**config.mk**
```make
export PLATFORM = sky130hd
export DESIGN_NAME = fetch_controller
export DESIGN_NICKNAME = d
export VERILOG_FILES = /design/src/rtl/fetch_controller_pkg.sv /design/src/rtl/fetch_fifo.sv /design/src/rtl/fetch_controller.sv
export SDC_FILE = /design/constraint.sdc
export NUM_CORES = 1
export LEC_CHECK = 0
export ABC_AREA = 1
export CAP_MARGIN = 20
export CORE_MARGIN = 1.5
export CORE_UTILIZATION = 57
export DETAILED_ROUTE_END_ITERATION = 10
export MAX_ROUTING_LAYER = met4
export PLACE_DENSITY = 0.95
export SYNTH_ARGS = -nofsm -noshare
export SYNTH_HDL_FRONTEND = slang
export SYNTH_SLANG_ARGS = --single-unit
```
**constraint.sdc**
```tcl
create_clock -name clk -period 7.25 [get_ports clk]
set_input_delay 1.0875 -clock clk [delete_from_list [all_inputs] [get_ports clk]]
set_output_delay 1.0875 -clock clk [all_outputs]
set_load 0.005 [all_outputs]
```
**src/rtl/fetch_controller_pkg.sv**
```systemverilog
// Shared ISA definitions for the fetch path: word width, boot address,
// fetch FSM states and the {pc, inst} entry carried through the prefetch buffer.
package fetch_controller_pkg;

  localparam int WORD = 32;
  localparam logic [WORD-1:0] RESET_PC_DEFAULT = 32'h0040_0000;

  typedef enum logic [1:0] {
    BOOT   = 2'd0,
    RUN    = 2'd1,
    HALTED = 2'd2
  } fetch_state_t;

  typedef struct packed {
    logic [WORD-1:0] pc;
    logic [WORD-1:0] inst;
  } fetch_entry_t;

endpackage

```
**src/rtl/fetch_fifo.sv**
```systemverilog
// Prefetch buffer of {pc, inst} entries with push, pop and flush; head readable
// combinationally, 1-cycle write latency; push on a full buffer only lands with a pop.
module fetch_fifo
  import fetch_controller_pkg::*;
#(
  parameter int DEPTH = 2,
  localparam int CW = $clog2(DEPTH + 1),
  localparam int PW = (DEPTH > 1) ? $clog2(DEPTH) : 1
) (
  input  logic         clk,
  input  logic         rst_n,
  input  logic         push,
  input  fetch_entry_t push_entry,
  input  logic         pop,
  input  logic         flush,
  output fetch_entry_t head,
  output logic [CW-1:0] occupancy
);

  fetch_entry_t mem [DEPTH];
  logic [PW-1:0] rd_ptr, wr_ptr;
  logic [CW-1:0] count;
  logic push_ok, pop_ok;

  function automatic logic [PW-1:0] ptr_inc(input logic [PW-1:0] p);
    return (p == PW'(DEPTH - 1)) ? '0 : p + 1'b1;
  endfunction

  // A full buffer still accepts a push when the head leaves in the same cycle.
  assign pop_ok  = pop && (count != '0);
  assign push_ok = push && ((count != CW'(DEPTH)) || pop_ok);

  always_ff @(posedge clk or negedge rst_n) begin
    if (!rst_n) begin
      rd_ptr <= '0;
      wr_ptr <= '0;
      count  <= '0;
    end else if (flush) begin
      rd_ptr <= '0;
      wr_ptr <= '0;
      count  <= '0;
    end else begin
      if (push_ok) wr_ptr <= ptr_inc(wr_ptr);
      if (pop_ok)  rd_ptr <= ptr_inc(rd_ptr);
      case ({push_ok, pop_ok})
        2'b10:   count <= count + 1'b1;
        2'b01:   count <= count - 1'b1;
        default: count <= count;
      endcase
    end
  end

  always_ff @(posedge clk) begin
    if (push_ok && !flush) mem[wr_ptr] <= push_entry;
  end

  assign head      = mem[rd_ptr];
  assign occupancy = count;

endmodule

```
**src/rtl/fetch_controller.sv**
```systemverilog
// Instruction fetch: issues word reads, buffers responses and hands them to decode.
// Request-to-out_valid latency 1 cycle; stalls issue when decode backpressure would overflow the buffer.
module fetch_controller
  import fetch_controller_pkg::*;
#(
  parameter logic [WORD-1:0] RESET_PC = RESET_PC_DEFAULT,
  parameter int DEPTH = 2
) (
  input  logic            clk,
  input  logic            rst_n,
  output logic            imem_req,
  output logic [WORD-1:0] imem_addr,
  input  logic [WORD-1:0] imem_data,
  input  logic            redirect,
  input  logic [WORD-1:0] redirect_pc,
  input  logic            halt,
  output logic            out_valid,
  input  logic            out_ready,
  output logic [WORD-1:0] out_inst,
  output logic [WORD-1:0] out_pc
);

  localparam int CW = $clog2(DEPTH + 1);

  fetch_state_t state, state_nxt;
  logic [WORD-1:0] fetch_pc, inflight_pc;
  logic inflight, issue, pop, push, fifo_pop, bypass, room;
  logic [CW-1:0] occupancy;
  logic [CW:0]   vis_after;
  fetch_entry_t  head, arriving;

  assign arriving = '{pc: inflight_pc, inst: imem_data};

  // The arriving response counts as occupied: decode may take it straight off the bus.
  assign bypass    = (occupancy == '0);
  assign out_valid = !bypass || inflight;
  assign pop       = out_valid && out_ready && !redirect;
  assign fifo_pop  = pop && !bypass;
  assign push      = inflight && !redirect && !(pop && bypass);
  assign vis_after = {1'b0, occupancy} + {{CW{1'b0}}, inflight} - {{CW{1'b0}}, pop};
  assign room      = vis_after < (CW + 1)'(DEPTH);

  fetch_fifo #(.DEPTH(DEPTH)) u_fifo (
    .clk        (clk),
    .rst_n      (rst_n),
    .push       (push),
    .push_entry (arriving),
    .pop        (fifo_pop),
    .flush      (redirect),
    .head       (head),
    .occupancy  (occupancy)
  );

  always_ff @(posedge clk or negedge rst_n) begin
    if (!rst_n) state <= BOOT;
    else        state <= state_nxt;
  end

  always_comb begin
    state_nxt = state;
    issue     = 1'b0;
    case (state)
      BOOT:    state_nxt = RUN;
      RUN: begin
        if (halt) state_nxt = HALTED;
        issue = !halt && !redirect && room;
      end
      HALTED:  if (!halt) state_nxt = RUN;
      default: state_nxt = BOOT;
    endcase
  end

  always_ff @(posedge clk or negedge rst_n) begin
    if (!rst_n) begin
      fetch_pc    <= RESET_PC;
      inflight    <= 1'b0;
      inflight_pc <= '0;
    end else begin
      inflight <= issue;
      if (issue) inflight_pc <= fetch_pc;
      if (redirect)   fetch_pc <= redirect_pc & 32'hFFFF_FFFC;
      else if (issue) fetch_pc <= fetch_pc + 32'd4;
    end
  end

  assign imem_req  = issue;
  assign imem_addr = fetch_pc;

  always_comb begin
    out_inst = '0;
    out_pc   = '0;
    if (!bypass) begin
      out_inst = head.inst;
      out_pc   = head.pc;
    end else if (inflight) begin
      out_inst = imem_data;
      out_pc   = inflight_pc;
    end
  end

endmodule
```
# After elaboration in Yosys (flattened, before gate mapping)
# Memory sizes are Yosys's and may differ from the RTL's.
# Index checks and enable logic that the tools add are counted.
totals:
  reg_bits: 71
  mem_bits_rw: 128
  mem_count: 1
mem_list:
  columns: ["memory", "depth", "word_bits", "read_ports", "rd_ports_with_merged_regs", "write_ports", "line", "text"]
  rows:
  - ["u_fifo.mem", 2, 64, 1, 0, 1, "fetch_fifo.sv:20", "fetch_entry_t mem [DEPTH];"]
op_classes:
  n_addsub: 7
  n_lt_le_gt_ge: 1
  eq_ne: 7
  muxes: 20
  reduce_logical: 25
op_table:
  columns: ["operator", "count"]
  rows:
  - ["$mux W32", 6]
  - ["$add A32 B3 Y32 const B", 1]
  - ["$logic_and A1 B1 Y1", 11]
  - ["$mux W1", 9]
  - ["$reduce_bool A2 Y1", 4]
  - ["$mux W2", 3]
  - ["$ne A2 B2 Y1 const B", 3]
  - ["$pmux W2 S3", 1]
  - ["$eq A2 B1 Y1 const B", 2]
  - ["$eq A2 B2 Y1 const B", 2]
  - ["$logic_not A1 Y1", 4]
  - ["$logic_not A2 Y1", 2]
  - ["$pmux W2 S2", 1]
  - ["$add A2 B1 Y3", 1]
  - ["$lt A3 B2 Y1 const B", 1]
  - ["$reduce_bool A3 Y1", 1]
  - ["$sub A3 B1 Y3", 1]
  - ["$add A1 B1 Y1 const B", 2]
  - ["$add A2 B1 Y2 const B", 1]
  - ["$logic_or A1 B1 Y1", 2]
  - ["$reduce_and A2 Y1", 1]
  - ["$sub A2 B1 Y2 const B", 1]

# Longest topological paths before layout
logic_depth:
  ltp_word: 12
  ltp_mapped: 16
  ltp_nobuf: 14

# Cells and area by module
# From an unflattened synthesis, not the netlist that was laid out.
hier_totals:
  cells_unflattened: 1087
  area_unflattened_um2: 9392.8
by_module_without_submodules:
  columns: ["mod", "n_inst", "cells_per_inst", "area_per_inst_um2", "seq_area_each_um2"]
  rows:
  - ["fetch_fifo", 1, 372, 4899.7, 3943.8]
  - ["fetch_controller", 1, 715, 4493.1, 1577.8]

# Worst setup path before layout
# Ideal clock, no wire load.
synth_path:
  kind: "input -> register"
  start: "input port redirect"
  end: "memory u_fifo.mem[1][0] in the netlist's numbering, enable pin"
  setup_time_ps: 482
  arrival_ps: 4412
  required_time_ps: 6768
  slack_ps: 2356
  cell_stages: 8
  path_cell_list: "buf_2 -> clkinv_2 -> nand2_1 -> a21oi_2 -> nand2_1 -> o21ai_1 -> nand2_1 -> nor2_1"
synth_via:
  elab_chain_cells: 9
synth_lines:
  columns: ["element", "line", "text"]
  rows:
  - ["from (decl)", "fetch_controller.sv:14", "input logic redirect,"]
  - ["$logic_not A1 Y1 *", "fetch_fifo.sv:54, fetch_controller.sv:37, fetch_controller.sv:39", null]
  - ["$logic_and A1 B1 Y1", "fetch_controller.sv:37", "assign pop = out_valid && out_ready && !redirect;"]
  - ["$logic_and A1 B1 Y1, on equally long branches", "fetch_controller.sv:39, fetch_controller.sv:38", null]
  - ["$logic_not A1 Y1 or $logic_and A1 B1 Y1 (tied branches)", "fetch_controller.sv:39, fetch_fifo.sv:30", null]
  - ["$logic_and A1 B1 Y1 or $logic_or A1 B1 Y1 (tied branches)", "fetch_controller.sv:39, fetch_fifo.sv:31", null]
  - ["$logic_and A1 B1 Y1", "fetch_fifo.sv:31", "assign push_ok = push && ((count != CW'(DEPTH)) || pop_ok);"]
  - ["$logic_and A1 B1 Y1 *", "fetch_fifo.sv:54", "if (push_ok && !flush) mem[wr_ptr] <= push_entry;"]
  - ["$mux W1 *", "fetch_fifo.sv:54", null]
  - ["$mux W1 (not written as such) *", "fetch_fifo.sv:54", null]
  - ["to (decl)", "fetch_fifo.sv:20", null]
# Mark *: on every way between the ends. The rest lies on a longest branch, timed or not.

# Worst setup path in the final report
layout_path:
  start: "input port redirect"
  end: "output port imem_req"
layout_via:
  elab_chain_cells: 6
layout_lines:
  columns: ["element", "line", "text"]
  rows:
  - ["$logic_not A1 Y1 *", "fetch_controller.sv:37, fetch_controller.sv:66", null]
  - ["$logic_and A1 B1 Y1", "fetch_controller.sv:37", null]
  - ["$sub A3 B1 Y3", "fetch_controller.sv:40", "assign vis_after = {1'b0, occupancy} + {{CW{1'b0}}, inflight} - {{CW{1'b0}}, pop};"]
  - ["$lt A3 B2 Y1", "fetch_controller.sv:41", "assign room = vis_after < (CW + 1)'(DEPTH);"]
  - ["$logic_and A1 B1 Y1 *", "fetch_controller.sv:66", "issue = !halt && !redirect && room;"]
  - ["$mux W1 *", "fetch_controller.sv:62", "case (state)"]
  - ["to (decl)", "fetch_controller.sv:11", "output logic imem_req,"]
# Marks and branches as above.

==> run summary <==
Post-synthesis sequential area ratio - 0.606
Largest net degree at the start of global routing - 69
Gr usage total - 0.301
Htree depth - 4
Filler cells - 1080
Clock Power Share - 0.279
P_int - 2.20 mW
FMAX - 0.167 GHz
DR vias - 7614
DRT Wirelength - 23000 µm
Hold-fix buffers at CTS - 0
Rows - 45
Slew @ Worst Pin - 1.10 ns
DR vias/cell - 5.76
GPL Wtd Cong - 0.927
Post-Layout Cell Count - 1322
Net Sw Frac - 0.310
Die Span Y - 128 µm
Synth cell types - 36
Post-route ant nets - 0
Crit path arrival time - 4.89 ns
Slew Viols, Final - 0
Full die area - 0.0164 mm²
ANT cells - 0
Core Area - 0.0153 mm²
Setup violations, final - 0
Syn Inst Count - 959
DRC - 0
WL per Instance - 17.4 µm
RSZ-0062 raised after global routing - no
Initial cell density of the core - 0.584
Io pins - 167
Detailed Route Iter0 Violations - 922
Placed insts - 1289
CTS tree - yes
First-pass GRT wire length - 36900 µm
Clk slew on worst S/H paths - 0.06 ns
Worst EP required - 6.16 ns
LEAKAGE - 4.28 nW
Worst-Skew Late Latency - 0.43 ns
Startpoint types - input port
DP HPWL - 14700 µm
Pwr Density - 286 mW/mm²
CTS max path bufs - 2
Gate power share - 0.259
Total of max-cap violations - 0
CTS root buf - clkbuf_16
Commonest non-fill, non-tap cell in the layout - nand2_1
Hold WC Path Type - reg2reg
Status - completed
Layout cell share with drive strength beyond 1 - 0.0576
Netlist Area Pre-Place - 0.00891 mm²
Rel. slew slack - 0.264
Seq pwr share - 0.462
Multi-input logic area - 0.00299 mm²
EDFF count, synth - 124
Mapped Avg Cell Area - 9.29 µm²
Final period utilization - 0.824
GR Overflow Total - 0
Total clock sinks - 191
Post_cts resized - 0
Ys async rst share - 0.351
Number of synthesis warnings - 0
Sw power - 0.990 mW
CP max FO - 34
Register area - 0.00540 mm²
Number of global-route vias before repair - 7382
CP Capture Type - output pin
Final Hold Viols - 0
I/O Buffers - 160
Pre-antenna DRT Iters - 8
Die Wd - 128 µm
Area growth syn-to-layout - 25.4%
Num CTS Buffers - 17
Clk_skew - 0.00977 ns
Initial antenna violation count - 0
Setup CP Type - in2out
Most frequent cells in the layout - nand2_1 (211), clkdlybuf4s50_1 (159), o21ai_0 (150)
Final Critical Period - 5.97 ns
Setup TNS - 0 ns
Maximum VDD drop - 0.190 mV
Synthesized flop and latch total - 191
Post-CTS Setup Inserts - 0
Main flop type after synthesis - edfxtp_1
Fin nets - 1170
==> final cells by class <==
class / instances / share of cell area
clock buffers: 24 / 0.0461
flip-flops and latches: 191 / 0.484
well taps: 211 / 0.0236
multi-input cells: 649 / 0.268
repair buffers: 170 / 0.151
clock inverters: 8 / 0.00459
inverters: 69 / 0.0233
==> routing by layer <==
| layer | wire length (µm) | track usage | vias to the layer above |
|---|---|---|---|
| met5 | 0 | - | - |
| met4 | 637 | 0.116 | 0 |
| met3 | 2140 | 0.0555 | 54 |
| met2 | 11000 | 0.467 | 450 |
| met1 | 9280 | 0.397 | 3608 |
| li1 | - | - | 3502 |
==> per-stage QoR <==
| stage | setup slack, ns | instance area, µm² | hold slack [ns] | power [mW] | utilization |
|---|---|---|---|---|---|
| after CTS | 1.30 | 11100 | 0.494 | 3.19 | 0.731 |
| after global routing | 1.11 | 11200 | 0.498 | 3.34 | 0.732 |
| after floorplan | 2.36 | 8920 | 0.442 | 1.85 | - |
| after global placement | 1.41 | 10600 | 0.444 | 2.25 | 0.693 |
| final | 1.28 | 11200 | 0.494 | 3.19 | 0.732 |
| after detailed placement | 1.35 | 10600 | 0.455 | 2.30 | 0.693 |
==> sequential cells by signal (all words and copies together), names as in the netlist <==
register and cells:
u_fifo.wr_ptr 1, inflight_pc 30, u_fifo.mem 124, u_fifo.occupancy 2
inflight 1, state 2, imem_addr 30, u_fifo.rd_ptr 1
==> kinds of logic after synthesis <==
kind of cell,after synthesis,synth area share
compound gates,185,0.108
buf+inv,122,0.0607
flops,191,0.606
other cells,1,0.000421
xor+xnor,7,0.00688
simple gates,450,0.213
fa+ha+maj,3,0.00506
==> cell usage after synthesis (3+ instances only) <==
| cell | number | area (µm²) |
|---|---|---|
| buf_4 | 7 | 52.6 |
| buf_6 | 5 | 56.3 |
| clkbuf_1 | 26 | 97.6 |
| dfrtp_1 | 66 | 1650 |
| xor2_1 | 7 | 61.3 |
| nor2_1 | 122 | 458 |
| o211ai_1 | 8 | 60.1 |
| nand3b_1 | 3 | 22.5 |
| edfxtp_1 | 124 | 3720 |
| o21ai_0 | 150 | 751 |
| inv_1 | 65 | 244 |
| nand3_1 | 97 | 485 |
| inv_2 | 3 | 11.3 |
| nor2_2 | 7 | 43.8 |
| buf_2 | 14 | 70.1 |
| o22ai_1 | 4 | 25.0 |
| o21ai_1 | 17 | 85.1 |
| nand2_1 | 211 | 792 |
| a21oi_1 | 3 | 15.0 |
==> worst paths after layout <==
| kind | startpoint | end | slack (ns) | cells past startpoint |
|---|---|---|---|---|
| setup / recovery | redirect | imem_req | 1.28 | 14 |
| hold / removal | inflight_pc[22] | u_fifo.mem[0][54] | 0.49 | 0 |
| setup reg to reg | u_fifo.occupancy[1] | u_fifo.mem[1][27] | 3.69 | 7 |
| hold reg to reg | inflight_pc[22] | u_fifo.mem[0][54] | 0.49 | 0 |
| max in group asynchronous | rst_n | inflight | 5.78 | 2 |
| min in group asynchronous | rst_n | imem_addr[13] | 0.86 | 2 |
==> power by group through the flow <==
| stage | sequential [mW] | clock [mW] | combinational (mW) |
|---|---|---|---|
| finish | 1.47 | 0.891 | 0.827 |
| global route | 1.49 | 0.938 | 0.912 |
| CTS | 1.47 | 0.897 | 0.823 |
| detailed placement | 1.49 | 0 | 0.812 |
| global placement | 1.47 | 0 | 0.780 |
| floorplan | 1.44 | 0 | 0.410 |
==> worst max-delay path: stages <==
cell and delay, ns:
clkdlybuf4s50_1 0.45, buf_4 0.35, clkinv_2 0.37, nand2_1 0.20, a21oi_2 0.07, ha_1 0.28, or2_2 0.31, fa_1 0.51
nand2_1 0.06, nor2_1 0.16, nand3_4 0.08, inv_1 0.05, buf_4 0.31, clkdlybuf4s50_1 0.58
Note: power is estimated with default switching activity, not from simulation.
